--- src/rtl/meas_scheduler.sv ---
// rtl/meas_scheduler.sv - frequency-measurement sequencer: mode select, settle, gated edge count
module meas_scheduler #(
    parameter int GATE_CYCLES   = 100_000_000,
    parameter int SETTLE_CYCLES = 64,
    parameter int COUNT_W       = 16
) (
    input  logic               i_sysclk,
    input  logic               i_reset,
    input  logic               i_auto_en,
    input  logic [1:0]         i_sw_mode,
    input  logic               i_sigin,
    output logic [1:0]         o_testmode,
    output logic [COUNT_W-1:0] o_count,
    output logic               o_count_valid,
    output logic               o_overflow,
    output logic               o_busy
);

    // One timer serves both phases, so it is sized for the longer one.
    localparam int TMR_MAX = (GATE_CYCLES > SETTLE_CYCLES) ? GATE_CYCLES : SETTLE_CYCLES;
    localparam int TMR_W   = $clog2(TMR_MAX + 1);

    localparam logic [TMR_W-1:0]   SETTLE_LAST = TMR_W'(SETTLE_CYCLES - 1);
    localparam logic [TMR_W-1:0]   GATE_LAST   = TMR_W'(GATE_CYCLES - 1);
    localparam logic [TMR_W-1:0]   TMR_ONE     = TMR_W'(1);
    localparam logic [COUNT_W-1:0] CNT_MAX     = '1;
    localparam logic [COUNT_W-1:0] CNT_ONE     = COUNT_W'(1);

    typedef enum logic [1:0] {
        ST_SETTLE = 2'd0,
        ST_GATE   = 2'd1,
        ST_LATCH  = 2'd2
    } state_t;

    state_t              r_state;
    logic [TMR_W-1:0]    r_timer;
    logic [COUNT_W-1:0]  r_edge_cnt;
    logic                r_ovf;
    logic [1:0]          r_testmode;
    logic [COUNT_W-1:0]  r_count;
    logic                r_count_valid;
    logic                r_overflow;
    logic                r_busy;

    logic                r_s1;
    logic                r_s2;
    logic                r_s3;

    logic                w_rise;
    logic                w_override;
    logic                w_at_max;
    logic [COUNT_W-1:0]  w_cnt_next;
    logic                w_ovf_next;

    // Two-flop synchronizer for the asynchronous generator output, plus one flop for edge detect.
    always_ff @(posedge i_sysclk or posedge i_reset) begin
        if (i_reset) begin
            r_s1 <= 1'b0;
            r_s2 <= 1'b0;
            r_s3 <= 1'b0;
        end else begin
            r_s1 <= i_sigin;
            r_s2 <= r_s1;
            r_s3 <= r_s2;
        end
    end

    assign w_rise = r_s2 & ~r_s3;

    // Switch change in manual mode restarts the measurement; LATCH itself is never interrupted.
    assign w_override = ~i_auto_en & (i_sw_mode != r_testmode) & (r_state != ST_LATCH);

    // Saturating edge counter; ovf records an increment attempted while already at full scale.
    assign w_at_max   = (r_edge_cnt == CNT_MAX);
    assign w_cnt_next = (w_rise && !w_at_max) ? (r_edge_cnt + CNT_ONE) : r_edge_cnt;
    assign w_ovf_next = r_ovf | (w_rise & w_at_max);

    // Measurement sequencer: settle after a mode change, gate and count, publish the result.
    always_ff @(posedge i_sysclk or posedge i_reset) begin
        if (i_reset) begin
            r_state       <= ST_SETTLE;
            r_timer       <= '0;
            r_edge_cnt    <= '0;
            r_ovf         <= 1'b0;
            r_testmode    <= 2'b00;
            r_count       <= '0;
            r_count_valid <= 1'b0;
            r_overflow    <= 1'b0;
            r_busy        <= 1'b1;
        end else begin
            r_count_valid <= 1'b0;
            case (r_state)
                ST_SETTLE: begin
                    if (w_override) begin
                        r_testmode <= i_sw_mode;
                        r_timer    <= '0;
                    end else if (r_timer == SETTLE_LAST) begin
                        r_state    <= ST_GATE;
                        r_timer    <= '0;
                        r_edge_cnt <= '0;
                        r_ovf      <= 1'b0;
                    end else begin
                        r_timer <= r_timer + TMR_ONE;
                    end
                end
                ST_GATE: begin
                    if (w_override) begin
                        r_testmode <= i_sw_mode;
                        r_state    <= ST_SETTLE;
                        r_timer    <= '0;
                    end else begin
                        r_edge_cnt <= w_cnt_next;
                        r_ovf      <= w_ovf_next;
                        if (r_timer == GATE_LAST) begin
                            // Result is taken from the next-count so a rise on the final gate cycle is kept.
                            r_state       <= ST_LATCH;
                            r_timer       <= '0;
                            r_count       <= w_cnt_next;
                            r_overflow    <= w_ovf_next;
                            r_count_valid <= 1'b1;
                            r_busy        <= 1'b0;
                        end else begin
                            r_timer <= r_timer + TMR_ONE;
                        end
                    end
                end
                ST_LATCH: begin
                    if (i_auto_en) begin
                        r_testmode <= r_testmode + 2'd1;
                    end else begin
                        r_testmode <= i_sw_mode;
                    end
                    r_state <= ST_SETTLE;
                    r_timer <= '0;
                    r_busy  <= 1'b1;
                end
                default: begin
                    r_state <= ST_SETTLE;
                    r_timer <= '0;
                    r_busy  <= 1'b1;
                end
            endcase
        end
    end

    assign o_testmode    = r_testmode;
    assign o_count       = r_count;
    assign o_count_valid = r_count_valid;
    assign o_overflow    = r_overflow;
    assign o_busy        = r_busy;

endmodule
--- config.mk ---
export PLATFORM = sky130hd
export DESIGN_NAME = meas_scheduler
export DESIGN_NICKNAME = d
export VERILOG_FILES = /design/src/rtl/meas_scheduler.sv
export SDC_FILE = /design/constraint.sdc
export NUM_CORES = 1
export LEC_CHECK = 0
export ABC_AREA = 1
export ABC_CLOCK_PERIOD_IN_PS = 4300
export BUFFER_PORTS_ARGS = -buffer_cell sky130_fd_sc_hd__buf_4
export CAP_MARGIN = 20
export CORE_MARGIN = 4
export CORE_UTILIZATION = 60
export CTS_CLUSTER_DIAMETER = 120
export DETAILED_ROUTE_END_ITERATION = 8
export PLACE_DENSITY = 0.79
export RECOVER_POWER = 50
export SETUP_SLACK_MARGIN = 0.15
export SLEW_MARGIN = 25
export SYNTH_ARGS = -nofsm -noshare
export SYNTH_HDL_FRONTEND = slang
export SYNTH_SLANG_ARGS = --single-unit
--- constraint.sdc ---
create_clock -name i_sysclk -period 4.3 [get_ports i_sysclk]
set_input_delay 0.43 -clock i_sysclk [delete_from_list [all_inputs] [get_ports i_sysclk]]
set_output_delay 0.43 -clock i_sysclk [all_outputs]
set_load 0.03 [all_outputs]
=== Word-level counts from Yosys, hierarchy flattened ===
Cells that the tools add are included.

* Register bits: 70
* Word-level logic and storage cells: 76
* Bits of input ports: 6
* Output and inout bits: 21

* $add $sub $neg: 3
* Bitwise operators: 9
* Muxes and demuxes: 28
* Equal/unequal tests: 13
* Reductions and logical operators: 11

{| class="wikitable"
|+ Operators by type and width
! operator !! count
|-
| 2-to-1 mux 27 bit || 4
|-
| 2-to-1 mux 16 bit || 4
|-
| case mux 27 bit (2 select lines) || 1
|-
| case mux 16 bit (2 select lines) || 1
|-
| adder 27 x 1 -> 27 bit (second input constant) || 1
|-
| equality test 27 bit (second input constant) || 1
|-
| equality test 27 x 6 -> 1 bit (second input constant) || 1
|-
| adder 16 x 1 -> 16 bit (second input constant) || 1
|-
| equality test 16 bit (second input constant) || 1
|-
| 2-to-1 mux 2 bit || 6
|-
| != test 2 bit (second input constant) || 5
|-
| AND reduction 3 bit || 3
|-
| 2-to-1 mux 1 bit || 8
|-
| case mux 2 bit (2 select lines) || 2
|-
| AND 1 bit || 4
|-
| NOT 1 bit || 4
|-
| case mux 1 bit (2 select lines) || 2
|-
| AND reduction 4 bit || 1
|-
| nonzero test 2 bit || 2
|-
| != test 3 bit (second input constant) || 1
|-
| adder 2 x 1 -> 2 bit (second input constant) || 1
|-
| equality test 2 x 1 -> 1 bit (second input constant) || 1
|-
| equality test 2 bit (second input constant) || 1
|-
| zero test 2 bit || 1
|-
| 7 further kinds || 7
|}

=== Logic depth before layout (Yosys ltp) ===
Gate-level depths: netlist of the first run.

* Word-level depth: 6
* Gate-level depth with buffers: 11
* Mapped depth without buffers: 11

=== Worst setup path before layout of the first run ===
OpenSTA, ideal clock, no wires.

* Path kind: flip-flop to flip-flop
* From: register r_edge_cnt[0]
* To: register r_count[14] (netlist: o_count[14])
* Stages on the path, launching flop included: 11
* Arrival: 1.481 ns
* Path slack: 2.701 ns
* Clock period less this slack: 1.599 ns
* Library setup time: 0.118 ns
* Path buffers: 1
* Data required time: 4.182 ns
* Cells stage by stage: dfrtp_1 ha_1 nand3_2 inv_1 nand2_2 nor2_2 nor2_2 buf_2 nand3_1 nand3_1 nand2_1

* Cells in the longest elaborated chain, start to end: 4
* Elaborated cells on any way between the ends: 5
* Classes of those cells: 1 x add/sub; 1 x eq/ne; 1 x mux; 2 x reduce/logical

{| class="wikitable"
|+ RTL lines
! element !! line !! source
|-
| start, declared || 37 || <nowiki>logic [COUNT_W-1:0] r_edge_cnt;</nowiki>
|-
| start signal, assigned || 112 || <nowiki>r_edge_cnt <= w_cnt_next;</nowiki>
|-
| branches (longest 3 deep; another with adder 16 x 1 -> 16 bit) || n/a ||
|-
| 2-to-1 mux 16 bit (*) || 75 || <nowiki>assign w_cnt_next = (w_rise && !w_at_max) ? (r_edge_cnt + CNT_ONE) : r_edge_cnt;</nowiki>
|-
| end signal, assigned || 118 || <nowiki>r_count <= w_cnt_next;</nowiki>
|-
| end, declared || 40 || <nowiki>logic [COUNT_W-1:0] r_count;</nowiki>
|}

Every way passes the cells marked *.
A chain may end at the register's enable or synchronous reset.

==> summary.txt, run 1 <==
outcome = finished, violations left
failing checks = capacitance limit, slew limit
CTS tree = done
DRC Markers = 0
Mapped Area = 3940 um2
Setup Skew = 11.8 ps
post-CTS setup buffers = 0
Post-Synth Adder-Cell Area = 0.952%
Slew @ Worst Pin = 1590 ps
top cells by area, synth = dfrtp_1, nand2_1, nor2_1, xor2_1, a21oi_1
Ports = 27
Initial Utilization = 62.1%
CTS clock-pin slew for the worst setup and hold paths = 70 ps
ys async rst share = 100%
Hold Path Class = input pin to register
post-synthesis compound-gate area fraction = 6.38%
critical path class = input pin to async pin
startpoint types = input pin
number of synthesized register bits = 70
number of H-tree levels = 3
Core Box Area = 6350 um2
slack of the critical path = 1570 ps
clock buffer count from CTS = 9
unrepaired setup endpoints after global routing = false
CTS resizes = 0
GRT Util Overall = 23.4%
initial antenna violation count = 0
largest family of logic cells by synthesized area = simple AND/OR/NAND/NOR gates
worst vdd ir = 0.289 mV
hold_buf cts = 0
diode count = 0
Pwr Total = 0.00148 W
XOR/XNOR Fraction of Synth Area = 6.89%
Routed Antenna Nets = 0
post-synth top area share = 43.8%
post-synth top area cell = dfrtp_1
Die H = 89.1 um
Required @ worst endpoint = 4460 ps
Clk Latency, worst-skew pair = 350 ps
slew margin rel. = -5.92%
Final min period = 2730 ps
Final Routed Wirelength = 8650 um
share of cells above drive strength 1 = 8.44%
num rows = 29
Longest Clk Path Bufs = 2
Post-DP Area = 4150 um2
GRT overflow = 0
top_reg_cell synth = dfrtp_1
Slew Viols, Final = 73
final hold viol count = 0
post-DR vias/cell = 5.37
Final Setup Violations = 0
multiplexer area fraction after synthesis = 0.286%
post-synthesis sequential area ratio = 44.5%
Avg Cell Area, Syn = 7.34 um2
Yosys warnings = 0
WL/cell = 13.4 um
Max FO, Critical Path = 41
Lkg Pwr = 2.06 nW
Mapped Cells = 537
Syn Nets = 546
largest net degree at the start of global routing = 42
vias in the first global route = 3120
via count = 3467
Layout area overhead = 9.49%
Cell variety after synth = 29
routability cong. = 0.951
leading cell type in the layout, fill and taps excluded = nand2_1
Design Area, Final = 4320 um2
dpl ws = 1820 ps
Sum Neg Setup Slack = 0 ps
IO Port Bufs = 26
Sink Count = 70
die width = 89.1 um
fmax = 0.367 GHz
Iteration-0 DRC Markers = 191
post-DP HPWL = 5890 um
most frequent cells in the layout = nand2_1, dfrtp_1, nor2_1
Pre-antenna DRT Iters = 5
first-pass GRT wire length = 14400 um
critical path endpoint category = async pin
Crit path arrival time = 2890 ps
pwr dens = 344 nW/um2
post-synthesis simple-gate area fraction = 35.4%
Post-synth EDFFs = 0
max-cap violations = 2
Final nets = 573
Root Driver = clkbuf_8
Final period util = 63.4%
die area = 7930 um2
==> cell usage after synthesis, types with 5 or more instances <==
cell	instances
xnor2_1	11
nand2_1	227
a21oi_1	27
o21ai_2	5
dfrtp_1	69
buf_6	5
nor2_1	65
nor2_2	5
nand2_2	8
inv_1	32
o21ai_0	6
nor3_1	6
nand4_1	7
xor2_1	20
nand3_1	20
==> worst max-delay path, stage by stage <==
cell and delay [ps]:
clkbuf_4 100, inv_1 1110, clkbuf_1 1240
==> final timing paths <==
| path | cells past startpoint | startpoint | end | slack (ps) |
|---|---|---|---|---|
| min in group asynchronous | 2 | i_reset | r_s2$_DFF_PP0_ | 560 |
| hold reg to reg | 0 | r_s1$_DFF_PP0_ | r_s2$_DFF_PP0_ | 360 |
| hold / removal | 1 | i_sigin | r_s1$_DFF_PP0_ | 210 |
| max in group i_sysclk | 11 | r_edge_cnt[0]$_DFFE_PP0P_ | o_count[13]$_DFFE_PP0P_ | 1760 |
| setup reg to reg | 11 | r_edge_cnt[0]$_DFFE_PP0P_ | o_count[13]$_DFFE_PP0P_ | 1760 |
| setup / recovery | 3 | i_reset | r_timer[13]$_DFF_PP0_ | 1570 |
==> final cells by class <==
cell class	count	area, um2
Timing Repair Buffer	27	131
Multi-Input combinational cell	422	1970
Clock buffer	12	145
Tap cell	77	96.3
Clock inverter	4	95.1
Inverter	34	128
Sequential cell	70	1750
Fill cell	566	2030
==> sequential cells by signal, indices dropped and copies added, names as in the netlist <==
name and cells:
r_edge_cnt 16, r_timer 27, r_state 2, o_count 16, r_s1 1, o_count_valid 1, o_overflow 1, r_s2 1
o_testmode 2, r_s3 1, o_busy 1, r_ovf 1
==> layer usage <==
| layer | vias up | track usage, % | routed length (um) |
|---|---|---|---|
| li1 | 1724 | - | - |
| met1 | 1617 | 33.3 | 4040 |
| met2 | 102 | 35.4 | 3930 |
| met3 | 24 | 3.96 | 485 |
| met4 | 0 | 10.4 | 197 |
| met5 | - | 0 | 0 |
==> power by group <==
part           internal [W]  leakage, nW  total [W]  switching, W
combinational     0.0000459        0.979   0.000135     0.0000894
clock              0.000401        0.121   0.000642      0.000241
sequential         0.000680        0.961   0.000706     0.0000259
total               0.00113         2.06    0.00148      0.000356
==> stage by stage <==
stage | hold WS [ps] | util, % | cells
after global placement | 335 | 65.3 | 630
after floorplan | 331 | - | 537
final | 209 | 68.0 | 646
after detailed placement | 347 | 65.3 | 630
after global routing | 198 | 68.0 | 646
after CTS | 175 | 69.1 | 646
==> cells by family after synthesis <==
| kind of cell | Yosys count |
|---|---|
| buf+inv | 45 |
| flops | 70 |
| xor+xnor | 31 |
| simple gates | 343 |
| mux | 1 |
| compound gates | 44 |
| fa+ha+maj | 3 |
No activity file was read; power rests on OpenSTA's default activity.
==> run 2: changes to the inputs <==
--- a/config.mk
+++ b/config.mk
@@ -5,8 +5,8 @@
 export SDC_FILE = /design/constraint.sdc
 export NUM_CORES = 1
 export LEC_CHECK = 0
-export ABC_AREA = 1
-export ABC_CLOCK_PERIOD_IN_PS = 4300
+export ABC_AREA = 0
+export ABC_CLOCK_PERIOD_IN_PS = 2570
 export BUFFER_PORTS_ARGS = -buffer_cell sky130_fd_sc_hd__buf_4
 export CAP_MARGIN = 20
 export CORE_MARGIN = 4
==> constraint.sdc (replaced) <==
create_clock -name i_sysclk -period 2.57 [get_ports i_sysclk]
set_input_delay 0.257 -clock i_sysclk [delete_from_list [all_inputs] [get_ports i_sysclk]]
set_output_delay 0.257 -clock i_sysclk [all_outputs]
set_load 0.03 [all_outputs]
==> run 2 against run 1 <==
Critical path depth rose by 2. Critical endpoint is now o_count[9]$_DFFE_PP0P_. Sequential share of layout area rose by 2.5 points. Clock-buffer cell count rose by 2. Synthesized cell count fell by 29%. Combinational power rose by 41%. Hold slack got worse by 7.8 ps. Sequential power rose by 67%. The run now ends clean. Worst setup slack got worse by 1200 ps. Core utilization rose by 0.64 points. Die area fell by 6.2%.
==> summary.txt, run 2 <==
slack of the critical path = 353 ps
die width = 86.2 um
top cells by area, synth = dfrtp_1, xnor2_1, nor2_1, a21oi_1, xor2_1
R2R Path Start = r_timer[8]$_DFF_PP0_
Post-Synth Adder-Cell Area = 1.02%
worst vdd ir = 0.351 mV
post-CTS setup buffers = 0
vias in the first global route = 2743
Slew @ Worst Pin = 1140 ps
pwr dens = 530 nW/um2
via count = 2927
first-pass GRT wire length = 13300 um
Syn Nets = 388
Max FO, Critical Path = 11
max-cap violations = 0
critical path endpoint category = register
final hold viol count = 0
Required @ worst endpoint = 2800 ps
top cells by count, synth = dfrtp_1, nor2_1, a21oi_1
Mapped Area = 3670 um2
Final Routed Wirelength = 7780 um
R2R cell count = 5
most frequent cells in the layout = dfrtp_1, nor2_1, a21oi_1
Crit path arrival time = 2450 ps
Sum Neg Setup Slack = 0 ps
Die H = 86.2 um
fmax = 0.451 GHz
CTS tree = done
IO Port Bufs = 26
Yosys warnings = 0
Final min period = 2220 ps
clock buffer count from CTS = 9
Layout area overhead = 10.6%
max FFs per register = 27
Root Driver = clkbuf_8
Iteration-0 DRC Markers = 232
CP Cell Sequence = nor4_1, nand4_1, nor4_4, and2_1, mux2_1
unrepaired setup endpoints after global routing = false
count leader, synth = dfrtp_1
Final nets = 412
post-synth top area share = 47.0%
slew margin rel. = 23.9%
post-synthesis compound-gate area fraction = 11.8%
post-synthesis simple-gate area fraction = 23.9%
Initial Utilization = 62.0%
routability cong. = 0.909
share of cells above drive strength 1 = 11.5%
post-DR vias/cell = 6.07
Slowest cell on crit path = and2_1
Cell variety after synth = 48
top_reg_cell synth = dfrtp_1
Ports = 27
num rows = 28
Post-synth EDFFs = 0
Slew Viols, Final = 0
Hold Path Class = input pin to async pin
leading cell type in the layout, fill and taps excluded = dfrtp_1
Final Setup Violations = 0
Core Box Area = 5920 um2
Lkg Pwr = 1.76 nW
Pre-antenna DRT Iters = 4
initial antenna violation count = 0
ys async rst share = 100%
Setup Skew = 11.2 ps
DRC Markers = 0
Avg Cell Area, Syn = 9.69 um2
XOR/XNOR Fraction of Synth Area = 9.30%
Final period util = 86.3%
number of synthesized register bits = 70
GRT overflow = 0
post-synthesis sequential area ratio = 47.7%
WL/cell = 16.1 um
flop2flop setup slack = 350 ps
CTS resizes = 0
die area = 7440 um2
multiplexer area fraction after synthesis = 2.62%
post-DP HPWL = 5540 um
filler instances = 472
hold_buf cts = 0
diode count = 0
largest family of logic cells by synthesized area = simple AND/OR/NAND/NOR gates
Mapped Cells = 379
CP peak stage delay = 470 ps
most flop-heavy register = r_timer
post-synth top area cell = dfrtp_1
Longest Clk Path Bufs = 2
reg2reg end = o_count[9]$_DFFE_PP0P_
Sink Count = 70
GRT Util Overall = 23.1%
dpl ws = 344 ps
Routed Antenna Nets = 0
CTS clock-pin slew for the worst setup and hold paths = 70 ps
Clk Latency, worst-skew pair = 350 ps
critical path class = register to register
outcome = finished clean
startpoint types = register
number of H-tree levels = 3
largest net degree at the start of global routing = 40
[run 2: per-stage QoR]
stage          instance area, um2  total power [W]  utilization [%]  cells  hold WS [ps]
2_1_floorplan                3670          0.00133                -    379           288
3_3_place_gp                 3920          0.00138             66.3    466           332
3_5_place_dp                 3920          0.00139             66.3    466           336
4_1_cts                      4090          0.00217             69.1    481         0.585
5_1_grt                      4060          0.00226             68.6    482           242
6_report                     4060          0.00215             68.6    482           201
[run 2: worst max-delay path by stage]
stage,from,cells past startpoint,slack (ps),endpoint
after floorplan,i_reset,1,550,o_count[0]$_DFFE_PP0P_
after global placement,r_timer[19]$_DFF_PP0_,5,410,o_count[11]$_DFFE_PP0P_
after detailed placement,r_timer[8]$_DFF_PP0_,5,340,o_count[9]$_DFFE_PP0P_
after CTS,r_timer[8]$_DFF_PP0_,5,330,o_count[9]$_DFFE_PP0P_
after global routing,r_timer[8]$_DFF_PP0_,5,160,o_count[9]$_DFFE_PP0P_
final,r_timer[8]$_DFF_PP0_,5,350,o_count[9]$_DFFE_PP0P_
[run 2: layout make-up]
type / instances / area, um2 / share of cell area [%]
clock buffers: 14 / 163 / 4.00
repair buffers: 35 / 240 / 5.91
well taps: 75 / 93.8 / 2.31
multi-input cells: 281 / 1790 / 43.9
flip-flops and latches: 70 / 1750 / 43.1
clock inverters: 1 / 5.00 / 0.123
inverters: 6 / 22.5 / 0.554
[run 2: cell families (layout without fill, tap and decap cells)]
logic type | after synthesis | count (layout)
AND/OR/NAND/NOR | 162 | 162
flip-flops | 70 | 70
AO/OA/AOI/OAI | 68 | 68
XOR/XNOR | 39 | 39
buffers and inverters | 28 | 56
multiplexers | 9 | 9
adder cells (fa/ha/maj) | 3 | 3
[run 2: per-layer routing]
layer / up-vias / share of wire (%) / global-route usage (%) / wire [um]
met5: - / 0 / 0 / 0
met4: 0 / 1.6 / 8.36 / 125
met3: 11 / 5.6 / 5.99 / 437
met2: 69 / 46 / 33.9 / 3540
met1: 1441 / 47 / 33.3 / 3680
li1: 1406 / - / - / -
[run 2: worst max-delay path, delay by kind of cell, from the launching register on]
family           cells  cell delay, ps
flip-flops           1             410
multiplexers         1             370
AND/OR/NAND/NOR      4            1320
[run 2: where the power goes]
group | switching, W | internal (W) | total (W)
sequential | 0.0000401 | 0.00114 | 0.00118
combinational | 0.000120 | 0.0000709 | 0.000191
clock | 0.000389 | 0.000398 | 0.000787
total | 0.000549 | 0.00160 | 0.00215
